$ cat config.mk
export PLATFORM = sky130hd
export DESIGN_NAME = spi1_wb_bridge
export DESIGN_NICKNAME = d
export VERILOG_FILES = /design/src/rtl/spi1_wb_pkg.sv /design/src/rtl/spi1_byte_assembler.sv /design/src/rtl/spi1_wb_bridge.sv
export SDC_FILE = /design/constraint.sdc
export NUM_CORES = 1
export LEC_CHECK = 0
export ABC_AREA = 1
export CAP_MARGIN = 0
export CORE_MARGIN = 2
export CORE_UTILIZATION = 48
export CTS_CLUSTER_DIAMETER = 100
export DETAILED_ROUTE_END_ITERATION = 10
export PLACE_DENSITY = 0.85
export SLEW_MARGIN = 20
export SYNTH_ARGS = -nofsm -noshare
export SYNTH_HDL_FRONTEND = slang
export SYNTH_SLANG_ARGS = --single-unit
$ cat constraint.sdc
create_clock -name clock_i -period 1.7 [get_ports clock_i]
set_clock_uncertainty 0.2 [all_clocks]
set_input_delay 0.34 -clock clock_i [delete_from_list [all_inputs] [get_ports clock_i]]
set_output_delay 0.34 -clock clock_i [all_outputs]
set_load 0.05 [all_outputs]
$ cat src/rtl/spi1_wb_pkg.sv
// Shared types and helpers for the SPI1 command decoder / Wishbone bridge.
package spi1_wb_pkg;

    typedef enum logic [2:0] {
        ST_CMD  = 3'd0,
        ST_ADDR = 3'd1,
        ST_DATA = 3'd2,
        ST_REQ  = 3'd3,
        ST_WAIT = 3'd4
    } spi1_wb_state_t;

    localparam int unsigned CMD_WE_BIT       = 7;
    localparam int unsigned CMD_SET_ADDR_BIT = 6;

    // Number of address bytes that follow a set_addr command: the command
    // nibble supplies the top 4 bits, the bytes supply the rest.
    function automatic int unsigned addr_bytes(input int unsigned width);
        return (width - 4 + 7) / 8;
    endfunction

endpackage

$ cat src/rtl/spi1_byte_assembler.sv
// Shifts received bytes MSB-first into a WIDTH-bit word and counts them.
// word_next_o is the word including the byte currently being shifted, so the
// consumer can capture a completed group in the same cycle as its last byte.
module spi1_byte_assembler #(
    parameter int unsigned WIDTH = 8
) (
    input  logic             clock_i,
    input  logic             reset_i,
    input  logic             clear_i,
    input  logic             shift_i,
    input  logic [7:0]       byte_i,
    output logic [WIDTH-1:0] word_next_o,
    output logic [2:0]       count_o
);

    logic [WIDTH-1:0] word_q;
    logic [WIDTH+7:0] word_ext;

    assign word_ext    = {word_q, byte_i};
    assign word_next_o = word_ext[WIDTH-1:0];

    // Clear has priority so a completed group leaves the assembler empty.
    always_ff @(posedge clock_i) begin
        if (reset_i || clear_i) begin
            word_q  <= '0;
            count_o <= '0;
        end else if (shift_i) begin
            word_q  <= word_next_o;
            count_o <= count_o + 3'd1;
        end
    end

endmodule

$ cat src/rtl/spi1_wb_bridge.sv
// SPI1 command decoder issuing Wishbone pipelined master cycles.
// Optional feature macro: SPI1_WB_ADDR_AUTOINC_EN (address increments after
// every acked cycle; when undefined the held address stays constant).
module spi1_wb_bridge #(
    parameter int unsigned WB_DATA_WIDTH = 8,
    parameter int unsigned WB_ADDR_WIDTH = 20
) (
    input  logic                     clock_i,
    input  logic                     reset_i,
    input  logic                     cs_active_i,
    input  logic                     rx_valid_i,
    input  logic [7:0]               rx_data_i,
    output logic [WB_DATA_WIDTH-1:0] tx_data_o,
    output logic                     stall_o,
    output logic                     overrun_o,
    output logic                     wb_cyc_o,
    output logic                     wb_stb_o,
    output logic                     wb_we_o,
    output logic [WB_ADDR_WIDTH-1:0] wb_addr_o,
    output logic [WB_DATA_WIDTH-1:0] wb_data_o,
    input  logic [WB_DATA_WIDTH-1:0] wb_data_i,
    input  logic                     wb_ack_i,
    input  logic                     wb_stall_i
);
    import spi1_wb_pkg::*;

    localparam int unsigned DATA_BYTES = WB_DATA_WIDTH / 8;
    localparam int unsigned ADDR_BYTES = addr_bytes(WB_ADDR_WIDTH);
    localparam int unsigned LOW_W      = ADDR_BYTES * 8;
    localparam int unsigned ASM_W      = (LOW_W > WB_DATA_WIDTH) ? LOW_W : WB_DATA_WIDTH;
    localparam logic [2:0]  ADDR_LAST  = 3'(ADDR_BYTES - 1);
    localparam logic [2:0]  DATA_LAST  = 3'(DATA_BYTES - 1);

    spi1_wb_state_t           state_q;
    logic [WB_ADDR_WIDTH-1:0] addr_q;
    logic [WB_DATA_WIDTH-1:0] wr_data_q;
    logic [WB_DATA_WIDTH-1:0] tx_q;
    logic [3:0]               nib_q;
    logic                     we_q;
    logic                     cs_lost_q;
    logic                     overrun_q;

    logic                     busy;
    logic                     accept;
    logic                     addr_done;
    logic                     data_done;
    logic                     ack_done;
    logic                     asm_clear;
    logic                     asm_shift;
    logic [ASM_W-1:0]         asm_next;
    logic [2:0]               asm_count;
    logic [LOW_W+3:0]         full_addr;
    logic                     unused_bits;

    assign busy      = (state_q == ST_REQ) || (state_q == ST_WAIT);
    assign accept    = rx_valid_i && cs_active_i && !busy;
    assign addr_done = accept && (state_q == ST_ADDR) && (asm_count == ADDR_LAST);
    assign data_done = accept && (state_q == ST_DATA) && (asm_count == DATA_LAST);
    // A zero-wait slave may ack in the same cycle the request is accepted.
    assign ack_done  = wb_ack_i && ((state_q == ST_WAIT) ||
                                    (state_q == ST_REQ && !wb_stall_i));
    assign asm_clear = (state_q == ST_CMD) || !cs_active_i || addr_done || data_done;
    assign asm_shift = accept && ((state_q == ST_ADDR) || (state_q == ST_DATA));
    // Command nibble bits above the address width fall off when truncated.
    assign full_addr = {nib_q, asm_next[LOW_W-1:0]};
    assign unused_bits = ^{rx_data_i[5:4], full_addr};

    spi1_byte_assembler #(
        .WIDTH (ASM_W)
    ) u_asm (
        .clock_i     (clock_i),
        .reset_i     (reset_i),
        .clear_i     (asm_clear),
        .shift_i     (asm_shift),
        .byte_i      (rx_data_i),
        .word_next_o (asm_next),
        .count_o     (asm_count)
    );

    // Command decode, byte grouping and Wishbone cycle sequencing.
    always_ff @(posedge clock_i) begin
        if (reset_i) begin
            state_q   <= ST_CMD;
            addr_q    <= '0;
            wr_data_q <= '0;
            tx_q      <= '0;
            nib_q     <= '0;
            we_q      <= 1'b0;
            cs_lost_q <= 1'b0;
            overrun_q <= 1'b0;
        end else begin
            overrun_q <= rx_valid_i && busy;
            if (ack_done) begin
`ifdef SPI1_WB_ADDR_AUTOINC_EN
                addr_q <= addr_q + {{(WB_ADDR_WIDTH-1){1'b0}}, 1'b1};
`endif
                if (!we_q) begin
                    tx_q <= wb_data_i;
                end
                state_q <= (cs_lost_q || !cs_active_i) ? ST_CMD : ST_DATA;
            end else begin
                case (state_q)
                    ST_CMD: begin
                        cs_lost_q <= 1'b0;
                        if (accept) begin
                            we_q <= rx_data_i[CMD_WE_BIT];
                            if (rx_data_i[CMD_SET_ADDR_BIT]) begin
                                nib_q   <= rx_data_i[3:0];
                                state_q <= ST_ADDR;
                            end else if (rx_data_i[CMD_WE_BIT]) begin
                                state_q <= ST_DATA;
                            end else begin
                                state_q <= ST_REQ;
                            end
                        end
                    end
                    ST_ADDR: begin
                        if (!cs_active_i) begin
                            state_q <= ST_CMD;
                        end else if (addr_done) begin
                            addr_q  <= full_addr[WB_ADDR_WIDTH-1:0];
                            state_q <= we_q ? ST_DATA : ST_REQ;
                        end
                    end
                    ST_DATA: begin
                        if (!cs_active_i) begin
                            state_q <= ST_CMD;
                        end else if (data_done) begin
                            if (we_q) begin
                                wr_data_q <= asm_next[WB_DATA_WIDTH-1:0];
                            end
                            state_q <= ST_REQ;
                        end
                    end
                    ST_REQ: begin
                        if (!cs_active_i) begin
                            cs_lost_q <= 1'b1;
                        end
                        if (!wb_stall_i) begin
                            state_q <= ST_WAIT;
                        end
                    end
                    ST_WAIT: begin
                        if (!cs_active_i) begin
                            cs_lost_q <= 1'b1;
                        end
                    end
                    default: state_q <= ST_CMD;
                endcase
            end
        end
    end

    assign stall_o   = busy;
    assign overrun_o = overrun_q;
    assign wb_cyc_o  = busy;
    assign wb_stb_o  = (state_q == ST_REQ);
    assign wb_we_o   = busy && we_q;
    assign wb_addr_o = addr_q;
    assign wb_data_o = wr_data_q;
    assign tx_data_o = tx_q;

endmodule

==> run metrics, run 1 <==
initial antenna violation count=0; Reg2Reg Setup Slack=-0.04 ns; Power Dens Cells=about 1000 mW/mm^2; Die Width=between 70 and 80 um; fin crit share=108%; routed wire length=roughly 8.5 mm; gr ovfl total=0; Mapped Cells=311; Die ar.=roughly 0.0056 sq mm; TritonCTS clock tree=yes; setup ws final=-0.131 ns; drt via density=between 5 and 6; leakage power=about 1.7 nW; Post-route DRC=0; crit path cell chain=nor2_4 -> nand2_2 -> nand2_4 -> inv_2 -> nor2_4 -> buf_12; dpl hpwl=4.48 mm; layout net count=roughly 430; Post-CTS Hold Fix Bufs=0; status=complete, but fails checks; met3 WL post-DR=789 um; Mapped Nets=roughly 340; Starting DRT DRC Count=around 320; Max FO, Critical Path=3; Clk pin slew, worst setup/hold paths=~0.060 ns; Rel. slew slack=between 80 and 90%; worst vdd ir=about 0.73 mV; most common cell after layout, fill and taps aside=nor2_1; critical path arrival=approximately 1.3 ns; Top Metal Used=met4; f_max=about 550 MHz; clock tree buffer depth=2; unrepaired setup endpoints after global routing=true; failing checks=setup timing; CP max-delay cell=dfxtp_4; global-route wire length before repair=~12 mm; most frequent cells in the layout=nor2_1, dfxtp_1, buf_12, nand2_1, o21ai_0; final setup TNS=-0.459 ns; vias in the first global route=approximately 2500; max cap viols=0; clock root cell=clkbuf_8; Clock Sinks=between 50 and 60; Most Frequent Cell on Critical Path=nor2_4; RD Place Congestion=around 0.9; final hold violations=0; M1 wire length=3.03 mm; Die Y=around 75 um; area of the mapped netlist=approximately 0.0024 sq mm; DR pass1 iterations=7; YS warnings=0; Avg WL per Cell=around 18 um; antenna-violating nets left=0; Final Critical Period=between 1.5 and 2 ns; Crit Path Category=reg -> out; layout cells sized above 1=33.4%; Final setup viols=10; # H-tree levels=3; largest net degree at the start of global routing=26; Tightest Pin Transition=0.286 ns; Synth cell types=30; Core Region=roughly 0.0048 sq mm; dpl ws=-0.305 ns; Critical Path Start Type=flip-flop; #FFs+latches synth=57; Seq/Total Area, Yosys=~48%; Final Max Slew Viols=0; Hold WC Path Type=in -> reg; row count=25; IO Pins=between 60 and 70; Clock Latency Late Sink=roughly 0.34 ns; Overall Global Routing Usage=between 20% and 30%; metal2 WL=a little over 4 mm; Starting Density=50.3%; via count=between 2000 and 3000; WP data required=1.16 ns; TritonCTS buffer count=9; utilization after layout=between 80% and 90%; Synth Area per Inst=roughly 7.7 sq um; Fillers=about 240; final cell count without fillers=around 470; Inserted Diodes=0; number of buffers added on ports=62; area grow syn2layout=67.6%; Crit path largest cell delay=approximately 0.36 ns; crit path capture type=output pin; Placed Cells=between 400 and 500
through the flow:
stage,total power [mW],hold WS (ns),cell area (sq um)
floorplan,1.99,0.217,2400
global placement,2.30,0.242,3600
detailed placement,2.33,0.259,3600
CTS,3.74,0.269,3860
global route,4.04,0.242,4010
finish,3.90,0.270,4010
state kept, by name, indices dropped and copies added (netlist names):
register and flops:
we_q 1, tx_data_o 8, nib_q 4, cs_lost_q 1
overrun_o 1, wb_data_o 8, wb_addr_o 20, u_asm.word_q 8
state_q 3, u_asm.count_o 3
worst max-delay path, delay by kind of cell, from the launching register on:
kind	cells	cell delay [ns]
flops	1	0.36
simple gates	4	0.40
buf+inv	2	0.20
final timing paths:
check,start,endpoint,cells after the start
worst min-delay path,rx_valid_i,overrun_o,4
worst min register to register,cs_lost_q,cs_lost_q,2
worst max register to register,state_q[0],tx_data_o[2],9
worst max-delay path,state_q[0],wb_we_o,6
synth_stat cells (all sizes together):
master,number,area (sq um)
clkbuf,5,20.0
nand3,12,87.6
o21ai,44,220
bufinv,1,17.5
dfxtp,57,1140
nor3,2,10.0
nand2,46,185
a21oi,16,80.1
clkinv,2,12.5
or2,1,6.26
nand4,4,25.0
nor2,90,392
buf,6,62.6
ha,3,37.5
nor3b,1,12.5
inv,21,81.3
logic make-up (layout without fill, tap and decap cells):
| logic type | count (synthesis) | in the layout | share of synthesized area (%) |
|---|---|---|---|
| and+or+nand+nor | 156 | 156 | 30.0 |
| adders and majority gates | 3 | 3 | 1.57 |
| buffers and inverters | 35 | 128 | 8.11 |
| AOI/OAI and AO/OA | 60 | 60 | 12.6 |
| DFF | 57 | 57 | 47.7 |
per-layer routing:
| metal | track usage [%] | up-vias |
|---|---|---|
| met5 | 0 | - |
| met4 | 12.5 | 0 |
| met3 | 9.21 | 70 |
| met2 | 48.3 | 199 |
| met1 | 33.2 | 1198 |
| li1 | - | 1173 |
layout make-up:
type	instances	area [sq um]	share of cell area, %
clock buffer	13	179	4.46
clock inverter	2	35.0	0.874
inverter	24	119	2.97
multi-input combinational	219	1160	29.1
sequential	57	1150	28.7
tap	67	83.8	2.09
timing repair buffer	89	1270	31.8
power breakdown:
group          leakage [nW]  switching, mW  total (mW)  internal [mW]
Combinational          1.13          0.636        1.07          0.438
Clock                 0.112          0.517        1.34          0.826
Sequential            0.462         0.0814        1.49           1.40
Total                  1.71           1.23        3.90           2.67
what timing repair did:
| item | CTS | global route |
|---|---|---|
| setup buffers | 4 | 5 |
| resized for setup | 10 | 32 |
| endpoints found under the hold margin | 0 | 0 |
| setup endpoints to repair | 7 | 41 |
| pin swaps | 3 | 9 |
Power figures use the tool's default switching activity.
==> run 2: changes to the inputs <==
SETUP_SLACK_MARGIN = 0.02   (was not set)
==> run 2 against run 1 <==
The flow still finishes with violations (setup timing). Worst hold slack gained 0.0015 ns. Via count shrank 1.7%. Wire length shrank 0.77%. Setup slack lost 0.0011 ns. Clock power grew 7%. Fmax is essentially flat. Register-to-register slack lost 0.06 ns. Final cell count grew 0.85%. Non-clock buffer count grew 3. Sequential share of layout area shrank 0.44 points. Count of clock-buffer cells in the layout shrank 2. Die area is the same.
==> run metrics, run 2 (synthesis gave the netlist of run 1 again) <==
status=complete, but fails checks; failing checks=setup timing; Design Area, Final=0.00408 sq mm (+1.8%); Internal=2.74 mW (+2.7%); setup ws final=-0.133 ns (-0.00109 ns); critical path arrival=1.29 ns (about the same); RD Place Congestion=0.860 (-4.6%); most common cell after layout, fill and taps aside=nor2_1; WP data required=1.16 ns (about the same); vias in the first global route=2434 (-3.6%); largest net degree at the start of global routing=35 (+35%); initial antenna violation count=0 (unchanged); number of flip-flops in the largest register=20 (unchanged); fin crit share=108% (about the same); drt via density=5.46 (-2.5%); TritonCTS clock tree=yes; max cap viols=0 (unchanged); Clk pin slew, worst setup/hold paths=0.07 ns (about the same); Placed Cells=445 (-0.45%); Rel. slew slack=76.3% (-4.6 points); Final setup viols=14 (+4); unrepaired setup endpoints after global routing=true; # H-tree levels=3 (unchanged); crit path cell chain=nor2_4 -> nand2_4 -> nand2_8 -> inv_6 -> nor2_4 -> buf_12; leakage power=1.72 nW (+0.88%); Tot Pwr=4.05 mW (+3.9%); Starting DRT DRC Count=154 (-52%); layout cells sized above 1=35.5% (+2.1 points); Starting Density=50.3% (unchanged); Crit path largest cell delay=0.37 ns (about the same); clock tree buffer depth=2 (unchanged); Clock Latency Late Sink=0.35 ns (about the same); switching share of power=32.4% (+0.80 points); Clk pwr share=35.3% (+0.9 points); row count=25 (unchanged); Max FO, Critical Path=3 (unchanged); Most Frequent Cell on Critical Path=nor2_4; Post-route DRC=0 (unchanged); TritonCTS buffer count=9 (unchanged); crit path capture type=output pin; worst vdd ir=0.708 mV (-3.0%); Inserted Diodes=0 (unchanged); Power Dens Cells=994 mW/mm^2 (+2.1%); Avg WL per Cell=17.7 um (-1.6%); area grow syn2layout=70.6%; final cell count without fillers=475 (+0.85%); CP max-delay cell=dfxtp_4; Final Max Slew Viols=0 (unchanged); layout net count=428 (+0.71%); Post-CTS Hold Fix Bufs=0 (unchanged); clock root cell=clkbuf_8; Crit Path Category=reg -> out; DR pass1 iterations=5 (-2); global-route wire length before repair=11.0 mm (-7.6%); Gate power share=27.8% (+0.3 points); Tightest Pin Transition=0.352 ns (+0.0662 ns); most frequent cells in the layout=nor2_1, dfxtp_1, buf_12, nand2_1, o21ai_0; final hold violations=0 (unchanged); Die Width=74.6 um (unchanged); number of buffers added on ports=62 (unchanged); Clock Sinks=57 (unchanged); Psw=1.31 mW (+6.5%); Overall Global Routing Usage=26.5% (-2.1 points); Final Critical Period=1.83 ns (+0.00109 ns); via count=2595 (-1.7%); Die ar.=0.00556 sq mm (unchanged); Critical Path Start Type=flip-flop; gr ovfl total=0 (unchanged); f_max=546 MHz (about the same); IO Pins=63 (unchanged); dpl hpwl=4.73 mm (+5.6%); routed wire length=8.42 mm (-0.77%); antenna-violating nets left=0 (unchanged); Core Region=0.00475 sq mm (unchanged); Post-DP Area=0.00360 sq mm (+0.21%); Die Y=74.6 um (unchanged); Flop pwr share=36.9% (-1.2 points); Hold WC Path Type=reg -> reg
run 2: per-layer routing:
| layer | GRT usage, % | up-vias | share of wire (%) | routed length (um) |
|---|---|---|---|---|
| met2 | 45.5 | 169 | 50 | 4230 |
| met4 | 9.72 | 0 | 5.3 | 448 |
| met3 | 9.89 | 48 | 8.3 | 700 |
| met1 | 30.1 | 1194 | 36 | 3040 |
| met5 | 0 | - | 0 | 0 |
| li1 | - | 1184 | - | - |
run 2: cell type report:
| type | instances | area [sq um] |
|---|---|---|
| timing repair buffer | 92 | 1300 |
| sequential | 57 | 1150 |
| clock buffer | 11 | 141 |
| multi-input combinational | 219 | 1200 |
| inverter | 24 | 120 |
| tap | 67 | 83.8 |
| fill | 223 | 676 |
| clock inverter | 5 | 78.8 |
run 2: timing repair:
item	CTS	global route
resized for setup	12	44
endpoints found under the hold margin	0	0
setup buffers	6	8
pin swaps	3	8
endpoints found under the setup margin	4	49
run 2: final timing paths:
kind                    from  slack, ns         endpoint  depth (start not counted)
min reg2reg  u_asm.word_q[0]       0.27  u_asm.word_q[0]                          2
max               state_q[1]      -0.13          wb_we_o                          6
min          u_asm.word_q[0]       0.27  u_asm.word_q[0]                          2
max reg2reg       state_q[1]      -0.10     tx_data_o[1]                          9
run 2: power by group through the flow:
stage          registers [mW]  logic (mW)  clock network, mW
2_1_floorplan            1.55       0.464                  0
3_3_place_gp             1.51       0.804                  0
3_5_place_dp             1.52       0.836                  0
4_1_cts                  1.48       0.938               1.41
5_1_grt                  1.50        1.19               1.50
6_report                 1.49        1.13               1.43
run 2: metrics by stage:
stage               hold WS, ns  setup TNS [ns]  utilization [%]  worst slack (ns)
floorplan                 0.217               0                -            0.0413
global placement          0.243           -8.88             75.8            -0.260
detailed placement        0.264          -11.08             75.8            -0.330
CTS                       0.272          -0.299             81.7            -0.110
global route              0.287           -1.83             85.8            -0.173
finish                    0.271           -1.16             85.8            -0.133
run 2: critical path, delay by kind of cell (launching register included):
family                 cells  cell delay, ns
buffers and inverters      2            0.17
flip-flops                 1            0.37
AND/OR/NAND/NOR            4            0.41
==> run 3: changes to the inputs <==
CTS_CLUSTER_DIAMETER = 120   (was 100)
CTS_CLUSTER_SIZE = 20   (was not set)
==> results of run 3 <==
The final DEF is identical to that of run 2; final timing and power are the same.
